## src/rtl/fifo_wr_arbiter_if.sv

```systemverilog
// ---------------------------------------------------------------------------
// fifo_wr_arbiter_if
// Bundles the producer handshake and the FIFO write-side signals that
// fifo_wr_arbiter sits between.
//   req_valid  [NREQ]        producer i has a beat to write
//   req_data   [NREQ*WIDTH]  producer i's beat on [i*WIDTH +: WIDTH]
//   req_ready  [NREQ]        producer i's beat is accepted this cycle
//   fifo_full                FIFO full flag
//   fifo_wr_en               FIFO write enable
//   fifo_wdata [WIDTH]       FIFO write data
// Modports:
//   master - the surrounding system (producers plus FIFO status)
//   slave  - the arbiter
// ---------------------------------------------------------------------------
interface fifo_wr_arbiter_if #(
  parameter int NREQ  = 4,
  parameter int WIDTH = 8
);
  logic [NREQ-1:0]       req_valid;
  logic [NREQ*WIDTH-1:0] req_data;
  logic [NREQ-1:0]       req_ready;
  logic                  fifo_full;
  logic                  fifo_wr_en;
  logic [WIDTH-1:0]      fifo_wdata;

  modport master (
    output req_valid, req_data, fifo_full,
    input  req_ready, fifo_wr_en, fifo_wdata
  );

  modport slave (
    input  req_valid, req_data, fifo_full,
    output req_ready, fifo_wr_en, fifo_wdata
  );
endinterface

```

## src/rtl/fifo_wr_arbiter.sv

```systemverilog
// ---------------------------------------------------------------------------
// fifo_wr_arbiter
// Round-robin arbiter letting NREQ producers share one synchronous FIFO
// write port. A grant lasts for up to BURST beats; the granted producer's
// data is forwarded straight to the FIFO and fifo_full back-pressures it.
// Ports:
//   clk          system clock, rising edge
//   rstn         asynchronous active-low reset
//   bus          fifo_wr_arbiter_if.slave (producer handshake + FIFO write)
//   grant_valid  a producer currently holds the grant
//   grant_id     current (or most recent) granted producer
// ---------------------------------------------------------------------------
module fifo_wr_arbiter #(
  parameter int NREQ  = 4,
  parameter int WIDTH = 8,
  parameter int BURST = 4
) (
  input  logic                    clk,
  input  logic                    rstn,
  fifo_wr_arbiter_if.slave        bus,
  output logic                    grant_valid,
  output logic [$clog2(NREQ)-1:0] grant_id
);
  localparam int IDW = $clog2(NREQ);
  localparam int CW  = $clog2(BURST) + 1;

  typedef enum logic {IDLE, GRANT} state_t;

  state_t         state_q, state_d;
  logic [IDW-1:0] gid_q, gid_d;
  logic [CW-1:0]  cnt_q, cnt_d;
  logic [IDW-1:0] pick, idx;
  logic           found;
  logic           any_valid, xfer, last_beat, rel;

  // Round-robin search starting one past the current holder. NREQ is a
  // power of two, so the IDW-bit add wraps naturally; k == NREQ lands back
  // on the holder, which therefore has the lowest priority.
  always_comb begin
    pick  = gid_q;
    idx   = gid_q;
    found = 1'b0;
    for (int k = 1; k <= NREQ; k++) begin
      idx = gid_q + IDW'(k);
      if (!found && bus.req_valid[idx]) begin
        pick  = idx;
        found = 1'b1;
      end
    end
  end

  assign grant_valid = (state_q == GRANT);
  assign grant_id    = gid_q;

  // Ready depends only on grant and full, so a stalled FIFO never releases
  // the holder and a producer may assert valid in response to ready.
  always_comb begin
    bus.req_ready = '0;
    if (grant_valid && !bus.fifo_full) bus.req_ready[gid_q] = 1'b1;
  end

  assign bus.fifo_wr_en = bus.req_valid[gid_q] & bus.req_ready[gid_q];

  always_comb begin
    bus.fifo_wdata = '0;
    for (int i = 0; i < NREQ; i++) begin
      if (gid_q == IDW'(i)) bus.fifo_wdata = bus.req_data[i*WIDTH +: WIDTH];
    end
  end

  assign any_valid = |bus.req_valid;
  assign xfer      = bus.fifo_wr_en;
  assign last_beat = (cnt_q == CW'(BURST - 1));
  // Release on valid drop or on the final beat of a burst; the new pick is
  // taken in the same cycle so handovers cost no bubble.
  assign rel       = !bus.req_valid[gid_q] || (xfer && last_beat);

  always_comb begin
    state_d = state_q;
    gid_d   = gid_q;
    cnt_d   = cnt_q;
    case (state_q)
      IDLE: begin
        if (any_valid) begin
          state_d = GRANT;
          gid_d   = pick;
          cnt_d   = '0;
        end
      end
      GRANT: begin
        if (rel) begin
          if (any_valid) begin
            gid_d = pick;
            cnt_d = '0;
          end else begin
            state_d = IDLE;
          end
        end else if (xfer) begin
          cnt_d = cnt_q + CW'(1);
        end
      end
      default: state_d = IDLE;
    endcase
  end

  // grant_id resets to NREQ-1 so that producer 0 is searched first.
  always_ff @(posedge clk or negedge rstn) begin
    if (!rstn) begin
      state_q <= IDLE;
      gid_q   <= IDW'(NREQ - 1);
      cnt_q   <= '0;
    end else begin
      state_q <= state_d;
      gid_q   <= gid_d;
      cnt_q   <= cnt_d;
    end
  end
endmodule

```

## src/flat_wrapper.sv

```systemverilog
// flat-port wrapper written by rule: the top's interface ports become plain ports
module fifo_wr_arbiter_flat 
#(
  parameter int NREQ  = 4,
  parameter int WIDTH = 8,
  parameter int BURST = 4
)
  (clk, rstn, grant_valid, grant_id, bus_req_valid, bus_req_data, bus_fifo_full, bus_req_ready, bus_fifo_wr_en, bus_fifo_wdata);
  fifo_wr_arbiter_if #(.NREQ(NREQ), .WIDTH(WIDTH)) bus_i ();
  input  logic clk;
  input  logic rstn;
  output logic grant_valid;
  output logic [$clog2(NREQ)-1:0] grant_id;
  input wire logic [$bits(bus_i.req_valid)-1:0] bus_req_valid;
  input wire logic [$bits(bus_i.req_data)-1:0] bus_req_data;
  input wire logic [$bits(bus_i.fifo_full)-1:0] bus_fifo_full;
  output wire logic [$bits(bus_i.req_ready)-1:0] bus_req_ready;
  output wire logic [$bits(bus_i.fifo_wr_en)-1:0] bus_fifo_wr_en;
  output wire logic [$bits(bus_i.fifo_wdata)-1:0] bus_fifo_wdata;
  assign bus_i.req_valid = bus_req_valid;
  assign bus_i.req_data = bus_req_data;
  assign bus_i.fifo_full = bus_fifo_full;
  assign bus_req_ready = bus_i.req_ready;
  assign bus_fifo_wr_en = bus_i.fifo_wr_en;
  assign bus_fifo_wdata = bus_i.fifo_wdata;
  fifo_wr_arbiter #(.NREQ(NREQ), .WIDTH(WIDTH), .BURST(BURST)) u_core (.clk(clk), .rstn(rstn), .bus(bus_i), .grant_valid(grant_valid), .grant_id(grant_id));
endmodule
```

## config.mk

```make
export PLATFORM = sky130hd
export DESIGN_NAME = fifo_wr_arbiter_flat
export DESIGN_NICKNAME = d
export VERILOG_FILES = /design/src/rtl/fifo_wr_arbiter_if.sv /design/src/rtl/fifo_wr_arbiter.sv /design/src/flat_wrapper.sv
export SDC_FILE = /design/constraint.sdc
export NUM_CORES = 1
export LEC_CHECK = 0
export ABC_AREA = 1
export CAP_MARGIN = 0
export CORE_MARGIN = 1.5
export CORE_UTILIZATION = 40
export CTS_CLUSTER_SIZE = 25
export DETAILED_ROUTE_END_ITERATION = 10
export PLACE_DENSITY = 0.95
export RECOVER_POWER = 25
export SYNTH_ARGS = -nofsm -noshare
export SYNTH_HDL_FRONTEND = slang
export SYNTH_SLANG_ARGS = --single-unit
```

## constraint.sdc

```tcl
create_clock -name clk -period 5.8 [get_ports clk]
set_input_delay 1.16 -clock clk [delete_from_list [all_inputs] [get_ports clk]]
set_output_delay 1.16 -clock clk [all_outputs]
set_load 0.01 [all_outputs]
```

### After elaboration in Yosys (flattened, before gate mapping)

Index checks and enable logic that the tools add are counted.

| operators by class | value |
|---|---|
| add/subtract/negate cells | 4 |
| order comparisons | 5 |
| equal/unequal tests | 6 |
| muxes and demuxes | 34 |
| bitwise gates (word level) | 2 |
| reductions and logical operators | 14 |

Operators by type and width:

| cell | count |
|---|---|
| 2-to-1 mux 8 bit | 4 |
| less-than comparator 2 x 3 -> 1 bit (second input constant) | 4 |
| 2-to-1 mux 2 bit | 6 |
| 2-to-1 mux 1 bit | 11 |
| binary-select mux 1 bit (select 2 bit) | 5 |
| 2-to-1 mux 3 bit | 3 |
| logical AND 1 bit | 6 |
| one-hot mux 3 bit (2 select lines) | 1 |
| zero test 1 bit | 5 |
| adder 2 bit (second input constant) | 2 |
| equality test 2 bit (second input constant) | 2 |
| 2-to-1 mux 4 bit | 1 |
| one-hot mux 2 bit (2 select lines) | 1 |
| OR reduction 4 bit | 1 |
| adder 3 x 1 -> 3 bit (second input constant) | 1 |
| equality test 3 x 2 -> 1 bit (second input constant) | 1 |
| inequality test 3 bit (second input constant) | 1 |
| adder 2 x 1 -> 2 bit (second input constant) | 1 |
| demux 1 bit (select 2 bit) | 1 |
| equality test 2 x 1 -> 1 bit (second input constant) | 1 |
| >= comparator 2 x 1 -> 1 bit (second input constant) | 1 |
| zero test 2 bit | 1 |
| inequality test 2 bit (second input constant) | 1 |
| one-hot mux 1 bit (2 select lines) | 1 |
| other kinds (3) | 3 |

| storage, ports and cells | value |
|---|---|
| register bits | 6 |
| bits of input ports | 39 |
| output and inout port bits | 16 |
| word-level logic and storage cells | 68 |

### Depth between registers and ports, before layout

| logic depth | value |
|---|---|
| depth in word-level cells | 16 |
| depth in mapped cells | 12 |
| mapped depth without buffers | 10 |

### Worst setup path after synthesis

Ideal clock, no wire load.

| timing | value |
|---|---|
| path kind | reg2out |
| from | register u_core.gid_q[1] (netlist: u_core.grant_id[1]) |
| to | output port bus_fifo_wdata[0] |
| arrival time | 1.727 ns |
| data required time | 4.640 ns |
| slack | 2.913 ns |
| stages on the path, launching flop included | 9 |
| path buffers | 1 |
| cells stage by stage | dfstp_2 > inv_2 > ha_1 > buf_2 > nor2_2 > nand2_1 > nand2_1 > o21ai_0 > o21ai_0 |

| on the way | value |
|---|---|
| longest elaborated chain between the ends | 5 |
| elaborated cells on any way between the ends | 8 |
| classes of those cells | eq/ne: 3; mux: 4; reduce/logical: 1 |

RTL lines:

| item | RTL line | RTL |
|---|---|---|
| start, declared | fifo_wr_arbiter.sv:30 | `logic [IDW-1:0] gid_q, gid_d;` |
| start signal, assigned | fifo_wr_arbiter.sv:110 | `gid_q <= IDW'(NREQ - 1);` |
| start signal, assigned | fifo_wr_arbiter.sv:114 | `gid_q <= gid_d;` |
| zero test 2 bit | fifo_wr_arbiter.sv:67 | `if (gid_q == IDW'(i)) bus.fifo_wdata = bus.req_data[i*WIDTH +: WIDTH];` |
| 2-to-1 mux 8 bit (3 in a row) | fifo_wr_arbiter.sv:67 |  |
| 2-to-1 mux 8 bit * | fifo_wr_arbiter.sv:67 |  |
| end, declared | flat_wrapper.sv:19 | `output wire logic [$bits(bus_i.fifo_wdata)-1:0] bus_fifo_wdata;` |

Every way passes the cells marked *; elsewhere a longest branch is shown, timed or not.

### Worst setup path in the final report

| timing | value |
|---|---|
| from | input port bus_fifo_full |
| to | output port bus_fifo_wr_en |

| on the way | value |
|---|---|
| longest elaborated chain between the ends | 6 |

RTL lines:

| item | RTL line | RTL |
|---|---|---|
| start, declared | flat_wrapper.sv:16 | `input wire logic [$bits(bus_i.fifo_full)-1:0] bus_fifo_full;` |
| zero test 1 bit | fifo_wr_arbiter.sv:59 | `if (grant_valid && !bus.fifo_full) bus.req_ready[gid_q] = 1'b1;` |
| logical AND 1 bit | fifo_wr_arbiter.sv:59 |  |
| 2-to-1 mux 4 bit | fifo_wr_arbiter.sv:59 |  |
| binary-select mux 1 bit (select 2 bit) | fifo_wr_arbiter.sv:62 | `assign bus.fifo_wr_en = bus.req_valid[gid_q] & bus.req_ready[gid_q];` |
| 2-to-1 mux 1 bit (not written as such) | fifo_wr_arbiter.sv:62 |  |
| AND 1 bit | fifo_wr_arbiter.sv:62 |  |
| end, declared | flat_wrapper.sv:18 | `output wire logic [$bits(bus_i.fifo_wr_en)-1:0] bus_fifo_wr_en;` |

Every way passes these cells. The select of a mux whose other input is x is not followed.

==> metrics.yaml <==
r2r_cells: 8
synth_nets: 200
hold_path_depth: 2
hold_class: "reg2reg"
netlist_area_um2: 919.6
first_iter_violations: 25
layout_common_cells: "clkdlybuf4s50_1, nand2_1, inv_1"
stdcell_area_mm2: 0.001488
grt_pass1_wl_mm: 4.367
htreeDepth: 1
final_common_cell: "clkdlybuf4s50_1"
syn_inst: 155
hold_viol: 0
cts_setup_buffers: 0
coreArea_mm2: 0.002191
ys_ff_latch: 6
setup_viol: 0
cts_num_sinks: 6
wl_met1_mm: 1.117
clock_latency_ns: 0.24
clk_pin_slew_ns: 0.04
vias_per_cell: 5.030
pwr_density_cell_mw_per_mm2: 486.9
rsz0062_at_grt: "no"
dieWidth_um: 50.95
cp.arrival_ns: 2.74
place_area_mm2: 0.001465
period_minus_slack_ns: 3.895
drc: 0
syn_to_final_growth_pct: 61.77
vias: 1182
p_total_mw: 0.7243
wl_met2_mm: 1.255
antenna_found_initial: 0
post-route-period-util: 0.6716
finalSetupTns_ns: 0
die_height_um: 50.95
cp-start-kind: "input pin"
cts_root_buffer: "clkbuf_4"
worst_setup_path_end_kind: "output pin"
drt_pass1_iterations: 4
fmax_ghz: 0.2567
io_buffers: 54
grt_max_degree: 19
place.gp.congestion: 0.8194
final_nets: 254
grt_pass1_vias: 1068
wl_met3_um: 272
critPathRequiredTime_ns: 4.64
tightest_slew_ns: 0.5721
slew_headroom: 0.6186
ir_drop_uv: 334.3
tritoncts: "built"
grt_usage: 0.2105
final_layout_size_suffix_gt1_frac: 0.1014
ios: 55
overflow: 0
routed_wl_mm: 2.666
wire_per_inst_um: 11.34
cp_max_fo: 3
status: "complete, no violations"
clock_skew_ns: 0.0003638
rows: 17
synth_area_per_cell_um2: 5.933
die_area_mm2: 0.002596
seq_area_frac_synth: 0.1660
postCtsResizedCells: 0
diodes: 0
worstSetupPathType: "in2out"
cts_made_buffers: 3
start_util: 0.4198
ys_warn_count: 0
yosys.cell_types.count: 25
postRouteAntennaNets: 0
slew_violations: 0
pre_cts_ws_ns: 1.938
place_hpwl_mm: 2.125
worst_slack_ns: 1.905
power_leakage_nw: 0.6902
top_layer: "met4"
cts.path.max_buffers: 2
cts_hold_buf: 0
max_cap_violations: 0
## logic make-up (layout without fill, tap and decap cells)
logic type / Yosys count / after routing / share of synthesized area
flops: 6 / 6 / 0.1660
compound gates: 32 / 32 / 0.1810
buf+inv: 26 / 78 / 0.1265
fa+ha+maj: 6 / 6 / 0.08163
simple gates: 85 / 85 / 0.4449
## metal layers
metal / global-route usage / vias up
met3: 0.04971 / 2
met1: 0.2226 / 517
met5: 0 / -
met4: 0.05405 / 0
li1: - / 615
met2: 0.4091 / 48
## flip-flops by register name (all words and copies together) (netlist names)
signal              cells
u_core.cnt_q            3
u_core.grant_valid      1
u_core.grant_id         2
## final cells by class
class	instances	area, um^2
clock buffer	3	22.52
tap	28	35.03
multi-input combinational	123	650.6
inverter	21	86.33
sequential	6	152.6
timing repair buffer	54	540.5
fill	200	703.2
## stage by stage
step                      hold slack [ns]    util  instances
final                              0.4986  0.6790        235
after floorplan                    0.4530       -        155
after global routing               0.5455  0.6790        235
after global placement             0.4741  0.6688        232
after CTS                          0.5044  0.6790        235
after detailed placement           0.4925  0.6688        232
## worst max-delay path, stage by stage
cell	delay, ns
clkdlybuf4s50_1	0.44
inv_1	0.11
nand4_1	0.09
nand3_1	0.17
nand2_2	0.09
nor2_1	0.12
clkdlybuf4s50_1	0.55
## worst paths after layout
| path | from | end | slack (ns) |
|---|---|---|---|
| setup / recovery | bus_fifo_full | bus_fifo_wr_en | 1.90 |
| hold / removal | u_core.cnt_q[1] | u_core.cnt_q[1] | 0.50 |
| setup reg to reg | u_core.grant_id[0] | u_core.cnt_q[2] | 3.62 |
| hold reg to reg | u_core.cnt_q[1] | u_core.cnt_q[1] | 0.50 |
| max in group asynchronous | rstn | u_core.grant_id[1] | 4.31 |
| min in group asynchronous | rstn | u_core.cnt_q[1] | 1.22 |
## power by group
| part | internal (mW) | switching [mW] | total, mW |
|---|---|---|---|
| combinational | 0.274 | 0.319 | 0.593 |
| clock | 0.0234 | 0.0148 | 0.0382 |
| sequential | 0.0627 | 0.0305 | 0.0932 |
## synth_stat cells, drive strengths merged
library cell / instances / area, um^2
or2: 1 / 6.260
nand3: 11 / 75.07
o21bai: 1 / 7.510
and2: 1 / 6.260
nand2: 54 / 212.7
dfstp: 2 / 52.55
nor2: 9 / 46.29
ha: 6 / 75.07
o21ai: 21 / 108.9
inv: 21 / 86.33
nand4: 9 / 62.56
dfrtp: 4 / 100.1
a21oi: 10 / 50.05
clkbuf: 1 / 3.750
buf: 4 / 26.27
(Power assumes the default switching activity.)
==> patch (config.mk and constraints unchanged) <==
`BURST` is set to 4 in 2 places; all go to 2.
--- a/src/rtl/fifo_wr_arbiter.sv
+++ b/src/rtl/fifo_wr_arbiter.sv
@@ -13,7 +13,7 @@
 module fifo_wr_arbiter #(
   parameter int NREQ  = 4,
   parameter int WIDTH = 8,
-  parameter int BURST = 4
+  parameter int BURST = 2
 ) (
   input  logic                    clk,
   input  logic                    rstn,
--- a/src/flat_wrapper.sv
+++ b/src/flat_wrapper.sv
@@ -3,7 +3,7 @@
 #(
   parameter int NREQ  = 4,
   parameter int WIDTH = 8,
-  parameter int BURST = 4
+  parameter int BURST = 2
 )
   (clk, rstn, grant_valid, grant_id, bus_req_valid, bus_req_data, bus_fifo_full, bus_req_ready, bus_fifo_wr_en, bus_fifo_wdata);
   fifo_wr_arbiter_if #(.NREQ(NREQ), .WIDTH(WIDTH)) bus_i ();
Behaviour: not the same (Yosys sat finds a counterexample within 4 cycles, from zero or initial values and one cycle with rstn low).
==> patch against the original RTL <==
- routed wire length fell by 3.4%
- sequential cell count fell by 1
- worst setup slack improved by 0.025 ns
- synthesized area fell by 1.5%
- combinational power rose by 8.3%
- power rose by 5.6%
- design area fell by 0.67%
- utilization rose by 0.20 points
- critical path type unchanged
- critical endpoint unchanged
- highest routed layer unchanged
==> patch: results (changes against the original RTL) <==
| Metric | Value |
|---|---|
| Status | completed (unchanged) |
| Global Route met2 Usage | 0.3860 (was 0.4091) |
| Synth top area cells | nand2_1, dfrtp_1, ha_1 (was nand2_1, dfrtp_1, o21ai_0) |
| Vias in the first global route | 1038 (was 1068) |
| Fillers | 193 (was 200) |
| Met3 routed WL | 259 µm (was 272 µm) |
| Maximum vdd drop | 0.3422 mV (was 0.3343 mV) |
| Rel. slew slack | 0.6193 (was 0.6186) |
| Netlist cell types | 24 (was 25) |
| Final setup skew | 0.001853 ns (was 0.0003638 ns) |
| Fin nets | 248 (was 254) |
| Post-synth net total | 194 (was 200) |
| Met3 Resource Use GR | 0.05952 (was 0.04971) |
| Routed wire per std cell | 11.15 µm (was 11.34 µm) |
| Met1 usage | 0.2373 (was 0.2226) |
| Met1 WL | 1.121 mm (was 1.117 mm) |
| Clk slew on worst S/H paths | 0.04 ns (about the same) |
| Share of cells above drive strength 1 | 0.1724 (was 0.1014) |
| Global-route wire length before repair | 4.195 mm (was 4.367 mm) |
| HPWL Detailed | 2.146 mm (was 2.125 mm) |
| Slowest CP cell | clkdlybuf4s50_1 (unchanged) |
| Commonest cells post-synth | nand2_1, o21ai_0, inv_1 (was nand2_1, inv_1, o21ai_0) |
| Leakage | 0.6642 nW (was 0.6902 nW) |
| Met2 routed WL | 1.190 mm (was 1.255 mm) |
| DRT iter0 DRCs | 18 (was 25) |
| Placed insts | 227 (was 232) |
| Placed Area | 0.001451 mm² (was 0.001465 mm²) |
| Placer Congestion | 0.8093 (was 0.8194) |
| Worst slack, placed | 1.942 ns (was 1.938 ns) |
| Synthesis Warnings | 0 (unchanged) |
| GRT Total Usage | 0.2090 (was 0.2105) |
| Via count | 1141 (was 1182) |
| Non-filler instance count after layout | 231 (was 235) |
| Post-synthesis sequential area ratio | 0.1409 (was 0.1660) |
| Synth Area per Inst | 6.039 µm² (was 5.933 µm²) |
==> patch: cell count changes in the layout (fill, tap and decap cells not counted), sizes merged <==
cell / delta
nor2: +2
o21ai: -2
nand2: +6
ha: -1
nand3: +2
a21oi: -1
nand4: -3
and2: -1
dfrtp: -1
clkbuf: +1
inv: -5
or2: -1
==> patch: worst paths after layout <==
| kind | slack (ns) | depth (start not counted) | to | from |
|---|---|---|---|---|
| min | 0.48 | 1 | u_core.cnt_q[0] | u_core.cnt_q[0] |
| max | 1.93 | 7 | bus_fifo_wr_en | bus_fifo_full |
| min reg2reg | 0.48 | 1 | u_core.cnt_q[0] | u_core.cnt_q[0] |
| min in group asynchronous | 1.21 | 1 | u_core.grant_valid | rstn |
| max reg2reg | 3.74 | 9 | u_core.grant_id[1] | u_core.grant_id[0] |
| max in group asynchronous | 4.34 | 1 | u_core.grant_id[1] | rstn |
==> patch: metrics by stage <==
step,utilization,hold slack [ns]
6_report,0.6811,0.4843
5_1_grt,0.6811,0.5047
4_1_cts,0.6811,0.4792
3_5_place_dp,0.6690,0.4698
3_3_place_gp,0.6690,0.4700
2_1_floorplan,-,0.4549
==> patch: layout make-up <==
cell class,instances,share of cell area
clock buffer,4,0.01778
inverter,16,0.04572
timing repair buffer,54,0.3658
multi-input combinational,124,0.4606
sequential,5,0.08637
tap,28,0.02371
==> patch: cell families after synthesis <==
group	Yosys count	synth area share
buffers and inverters	21	0.1077
AOI/OAI and AO/OA	29	0.1754
DFF	5	0.1409
and+or+nand+nor	90	0.5069
adders and majority gates	5	0.06906
==> patch: power by group <==
part	internal [mW]	leakage, nW	switching [mW]
clock	0.0259	0.0150	0.0130
sequential	0.0534	0.0574	0.0306
combinational	0.292	0.592	0.350
